<file path="src/rtl/simd_sequencer.sv">
// Instruction sequencer for the SIMD processor: owns the program counter, fetches
// from a synchronous-read instruction memory and presents each instruction to the decoder.
module simd_sequencer #(
    parameter int                      ADDR_WIDTH   = 10,
    parameter int                      OPCODE_WIDTH = 3,
    parameter int                      PC_WIDTH     = 8,
    parameter logic [OPCODE_WIDTH-1:0] HALT_OPCODE  = 3'b111,
    parameter logic [OPCODE_WIDTH-1:0] MULTI_OPCODE = 3'b011,
    parameter int                      MULTI_CYCLES = 4,
    localparam int                     INSTR_WIDTH  = OPCODE_WIDTH + 3*ADDR_WIDTH + 1
) (
    input  logic                   clk,
    input  logic                   rst_n,
    input  logic                   start,
    input  logic                   abort,
    input  logic [PC_WIDTH-1:0]    base_pc,
    input  logic                   stall,
    output logic                   imem_en,
    output logic [PC_WIDTH-1:0]    imem_addr,
    input  logic [INSTR_WIDTH-1:0] imem_rdata,
    output logic [INSTR_WIDTH-1:0] instr_out,
    output logic                   instr_valid,
    output logic                   busy,
    output logic                   done,
    output logic [PC_WIDTH-1:0]    pc,
    output logic [15:0]            retired
);

    localparam int                CNT_W   = (MULTI_CYCLES > 2) ? $clog2(MULTI_CYCLES) : 1;
    localparam logic [CNT_W-1:0]  CNT_MAX = CNT_W'(MULTI_CYCLES - 1);

    typedef enum logic [2:0] {
        S_IDLE,
        S_FETCH,
        S_WAIT,
        S_EXEC,
        S_DONE
    } state_t;

    state_t                   state, state_nxt;
    logic [INSTR_WIDTH-1:0]   ir;
    logic [CNT_W-1:0]         cnt;
    logic                     run_init;
    logic                     ir_load;
    logic                     cnt_dec;
    logic                     retire;
    logic [OPCODE_WIDTH-1:0]  fetched_op;

    // The retire counter sticks at all-ones instead of wrapping on very long runs.
    function automatic logic [15:0] sat_inc16(input logic [15:0] v);
        return (v == 16'hFFFF) ? v : v + 16'd1;
    endfunction

    assign fetched_op = imem_rdata[INSTR_WIDTH-1 -: OPCODE_WIDTH];

    always_comb begin
        state_nxt = state;
        run_init  = 1'b0;
        ir_load   = 1'b0;
        cnt_dec   = 1'b0;
        retire    = 1'b0;
        case (state)
            S_IDLE: begin
                if (start && !abort) begin
                    state_nxt = S_FETCH;
                    run_init  = 1'b1;
                end
            end
            S_FETCH: state_nxt = S_WAIT;
            S_WAIT: begin
                ir_load   = 1'b1;
                state_nxt = (fetched_op == HALT_OPCODE) ? S_DONE : S_EXEC;
            end
            S_EXEC: begin
                if (!stall) begin
                    if (cnt != '0) begin
                        cnt_dec = 1'b1;
                    end else begin
                        retire    = 1'b1;
                        state_nxt = S_FETCH;
                    end
                end
            end
            S_DONE:  state_nxt = S_IDLE;
            default: state_nxt = S_IDLE;
        endcase
        // Abort overrides everything else that could happen this cycle.
        if (abort && state != S_IDLE) begin
            state_nxt = S_IDLE;
            ir_load   = 1'b0;
            cnt_dec   = 1'b0;
            retire    = 1'b0;
        end
    end

    always_ff @(posedge clk or negedge rst_n) begin
        if (!rst_n) begin
            state <= S_IDLE;
        end else begin
            state <= state_nxt;
        end
    end

    always_ff @(posedge clk or negedge rst_n) begin
        if (!rst_n) begin
            pc      <= '0;
            ir      <= '0;
            cnt     <= '0;
            retired <= '0;
        end else begin
            if (run_init) begin
                pc      <= base_pc;
                retired <= '0;
            end
            if (ir_load) begin
                ir  <= imem_rdata;
                cnt <= (fetched_op == MULTI_OPCODE) ? CNT_MAX : '0;
            end
            if (cnt_dec) begin
                cnt <= cnt - CNT_W'(1);
            end
            if (retire) begin
                pc      <= pc + PC_WIDTH'(1);
                retired <= sat_inc16(retired);
            end
        end
    end

    assign imem_en     = (state == S_FETCH);
    assign imem_addr   = pc;
    assign instr_out   = ir;
    assign instr_valid = (state == S_EXEC);
    assign busy        = (state != S_IDLE);
    assign done        = (state == S_DONE);

endmodule

</file>
<file path="config.mk">
export PLATFORM = sky130hd
export DESIGN_NAME = simd_sequencer
export DESIGN_NICKNAME = d
export VERILOG_FILES = /design/src/rtl/simd_sequencer.sv
export SDC_FILE = /design/constraint.sdc
export NUM_CORES = 1
export LEC_CHECK = 0
export ABC_AREA = 1
export BUFFER_PORTS_ARGS = -buffer_cell sky130_fd_sc_hd__buf_4
export CORE_AREA = 2 2 87 89
export CTS_BUF_LIST = sky130_fd_sc_hd__clkbuf_4
export CTS_CLUSTER_DIAMETER = 150
export CTS_CLUSTER_SIZE = 14
export DETAILED_ROUTE_END_ITERATION = 7
export DIE_AREA = 0 0 89 91
export PLACE_DENSITY_LB_ADDON = 0.08
export SYNTH_ARGS = -nofsm -noshare
export SYNTH_HDL_FRONTEND = slang
export SYNTH_SLANG_ARGS = --single-unit
</file>
<file path="constraint.sdc">
create_clock -name clk -period 3.1 [get_ports clk]
set_clock_uncertainty 0.05 [all_clocks]
set_input_delay 0.155 -clock clk [delete_from_list [all_inputs] [get_ports clk]]
set_output_delay 0.155 -clock clk [all_outputs]
set_load 0.1 [all_outputs]
</file>
## After elaboration in Yosys (flattened, before gate mapping)

Cells that the tools add are included.

- Register bits after elaboration: 63
- Input bits: 47
- Output and inout port bits: 70
- Logic and storage cells: 55

- Add/subtract/negate cells: 3
- Equal/unequal tests: 11
- Muxes and demuxes: 26
- Reduce and logical (&&, ||, !) cells: 10

Operators with widths:

| kind | number |
|---|---|
| $mux W16 | 3 |
| $add A16 B1 Y16 const B | 1 |
| $eq A16 B16 Y1 const B | 1 |
| $mux W8 | 2 |
| $mux W3 | 5 |
| $mux W1 | 12 |
| $pmux W3 S4 | 1 |
| $eq A3 B2 Y1 const B | 3 |
| $add A8 B1 Y8 const B | 1 |
| $eq A3 B3 Y1 const B | 2 |
| $mux W2 | 3 |
| $ne A3 B2 Y1 const B | 2 |
| $reduce_bool A2 Y1 | 3 |
| $eq A3 B1 Y1 const B | 1 |
| $logic_not A3 Y1 | 1 |
| $ne A3 B3 Y1 const B | 1 |
| $reduce_and A3 Y1 | 1 |
| $reduce_bool A3 Y1 | 1 |
| $logic_and A1 B1 Y1 | 2 |
| $ne A2 B2 Y1 const B | 1 |
| $reduce_and A2 Y1 | 1 |
| $sub A2 B1 Y2 const B | 1 |
| $logic_not A1 Y1 | 1 |

## Logic depth before layout (Yosys ltp)

- Depth after elaboration: 7
- Gate-level depth with buffers: 12
- Mapped depth without buffers: 11

## Least setup slack after synthesis

No wires, ideal clock.

- Path kind: flip-flop to output port
- From: register state[2]
- To: output port done
- Data arrival time: 2.510 ns
- Data required time: 2.895 ns
- Slack: 0.385 ns
- Cell stages (with the launch flop): 3
- Buffers on the path: 0
- Cell sequence: dfrtp_1 inv_1 nor3_1

- Word-level cells in the longest chain between the ends: 1

RTL lines:

| what | RTL line | source |
|---|---|---|
| start, declared | 40 | `state_t state, state_nxt;` |
| start signal, assigned | 100 | `state <= state_nxt;` |
| $eq A3 B3 Y1 | 134 | `assign done = (state == S_DONE);` |
| end, declared | 24 | `output logic done,` |

No other way between the ends.

## Worst setup path in the final report

- From: register retired[0]
- To: register retired[0]

- Word-level cells in the longest chain between the ends: 3
- Elaborated cells on any way between the ends: 6
- Classes of those cells: add/sub: 1; eq/ne: 2; mux: 2; reduce/logical: 1

RTL lines:

| what | RTL line | source |
|---|---|---|
| start, declared | 26 | `output logic [15:0] retired` |
| start signal, assigned | 124 | `retired <= sat_inc16(retired);` |
| $add A16 B1 Y16 / $eq A16 B16 Y1 (equally long branches) | 51 | `return (v == 16'hFFFF) ? v : v + 16'd1;` |
| $mux W16 / $ne A2 B2 Y1 (equally long branches) | n/a |  |
| $mux W16 / $reduce_and A2 Y1 (equally long branches) | n/a |  |

Parallel ways exist; a longest one is shown, timed or not. The select of a mux whose other input is x is not followed.
A chain may end at the register's enable or synchronous reset.

==> metrics.txt <==
outcome=finished clean; Worst-Skew Late Latency=0.40 ns; layout cell share with drive strength beyond 1=34.8%; Seq cells post-synth=63; Detailed Route Iter0 Violations=104; grt total ovfl=0; synthesis warning total=0; clk sinks=63; Layout area overhead=47.8%; Final Hold Viols=0; Peak Freq=between 400 and 500 MHz; Synth Area in Simple Gates=between 20% and 30%; Mean Syn Cell Area=9.00 µm²; Post-Syn Instances=between 300 and 400; vias per cell=4.78; GP Congestion=0.801; largest family of logic cells by synthesized area=simple AND/OR/NAND/NOR gates; hold_buf cts=43; via count=2917; RR Startpoint=retired[0]; R2R cell count=9; Tightest Pin Transition=0.809 ns; Hold WS=roughly 0.047 ns; Final nets=556; drt first pass iters=4; Compound-Gate Fraction of Synth Area=slightly below 5%; Routed WL=roughly 8000 µm; Syn Std Cell Area=3150 µm²; WP data arrival=2.40 ns; Sum Neg Setup Slack=0 ns; Core ar.=7140 µm²; Worst Hold Depth=4; max_slew headroom=46.0%; Starting Density=44.1%; Worst Path Required=3.39 ns; count of cell types in the netlist=24; Antenna Cells=0; Num CTS Buffers=9; CTS Root Cell=clkbuf_4; Post-CTS Resized=0; Setup WS post-layout=0.995 ns; row cnt=31; # H-tree levels=3; Startpoint Class=flip-flop; Final min period=2.10 ns; DP HPWL=5240 µm; most frequent cells in the layout=buf_4, nand2_1, dfrtp_1; CTS Buffer Depth=2; Max Cap Viol=0; die width=89 µm; first-pass GRT wire length=13000 µm; Avg WL per Cell=between 10 and 15 µm; Pins Over Slew Limit=0; HP Class=in2reg; commonest non-fill, non-tap cell in the layout=buf_4; Seq/Total Area, Yosys=50.1%; Synth Area in Adders=1.19%; CTS tree=yes; hold_sp=abort; final setup fails=0; GRT Util Overall=20.5%; # IOs=117; Reg clk slew, reported paths=between 0.1 and 0.15 ns; crit path from=retired[0]; vias in the first global route=2892; IO buf count=116; post-synthesis xor/xnor area fraction=0.834%; RSZ-0062 raised after global routing=no; DRT antenna net count=0; die area=8100 µm²; crit end category=flip-flop; Die Ht=~91 µm; initial antenna violation count=0; period utilisation layout=67.9%; mux share of post-synthesis cell area=11.8%; fin util=around two thirds; worst slack, placed=~1.0 ns; largest net degree at the start of global routing=64; CP Class=reg2reg; net count after synthesis=400; CP max FO=14; Post-CTS Setup Bufs=0; # DRC=0
## sequential cells by signal, indices dropped and copies added, names as in the netlist
| register | flops |
|---|---|
| state | 3 |
| retired | 16 |
| imem_addr | 8 |
| cnt | 2 |
| instr_out | 34 |
## cell usage after synthesis, drive strengths merged
library cell  number  share of area, %
nand2             99                12
nand3             28               4.4
nor2              35               5.0
nand4              5              0.99
ha                 3               1.2
xor2               2              0.56
buf               15               3.3
dfrtp             63                50
or2                3              0.60
o21bai             5               1.2
inv               33               3.9
nor3               4              0.64
a21oi              5              0.79
o21ai              8               1.3
mux2              33                12
o211ai             7               1.7
or3                1              0.20
xnor2              1              0.28
## layer usage
layer	track usage [%]	part of all wire [%]	vias up
met3	6.27	7.1	9
met1	24.0	40	1388
li1	-	-	1440
met4	7.09	1.3	0
met2	35.0	51	80
met5	0	0	-
## worst max-delay path, stage by stage (launching register included)
cell	delay [ns]
dfrtp_1	0.48
ha_1	0.24
nand3_1	0.14
nor2_1	0.37
nand2_1	0.09
nand2_1	0.08
nand2_2	0.16
inv_2	0.27
nand2_1	0.08
nand2_1	0.08
## per-stage QoR
step | instance area [µm²] | std cells
finish | 4660 | 610
detailed placement | 4060 | 551
CTS | 4660 | 610
floorplan | 3150 | 350
global route | 4660 | 610
global placement | 4060 | 551
## final timing paths
check | end | slack [ns]
min in group asynchronous | retired[15] | 0.32
hold reg to reg | instr_out[33] | 0.46
hold / removal | state[1] | 0.05
max in group asynchronous | instr_out[10] | 2.13
setup reg to reg | retired[0] | 1.0
setup / recovery | retired[0] | 1.0
## kinds of logic (layout without fill, tap and decap cells)
kind of cell	after synthesis	after routing
AND/OR/NAND/NOR	175	175
flip-flops	63	63
buffers and inverters	48	209
multiplexers	33	33
AO/OA/AOI/OAI	25	25
adder cells (fa/ha/maj)	3	3
XOR/XNOR	3	3
## cell type report
class	count	area, µm²
multi-input combinational	239	1350
inverter	33	124
clock inverter	7	97.6
fill	633	2480
tap	99	124
sequential	63	1580
timing repair buffer	160	1320
clock buffer	9	67.6
Power is not shown: default switching activity piles up to over one toggle a cycle in this logic, so the estimate is an artifact.
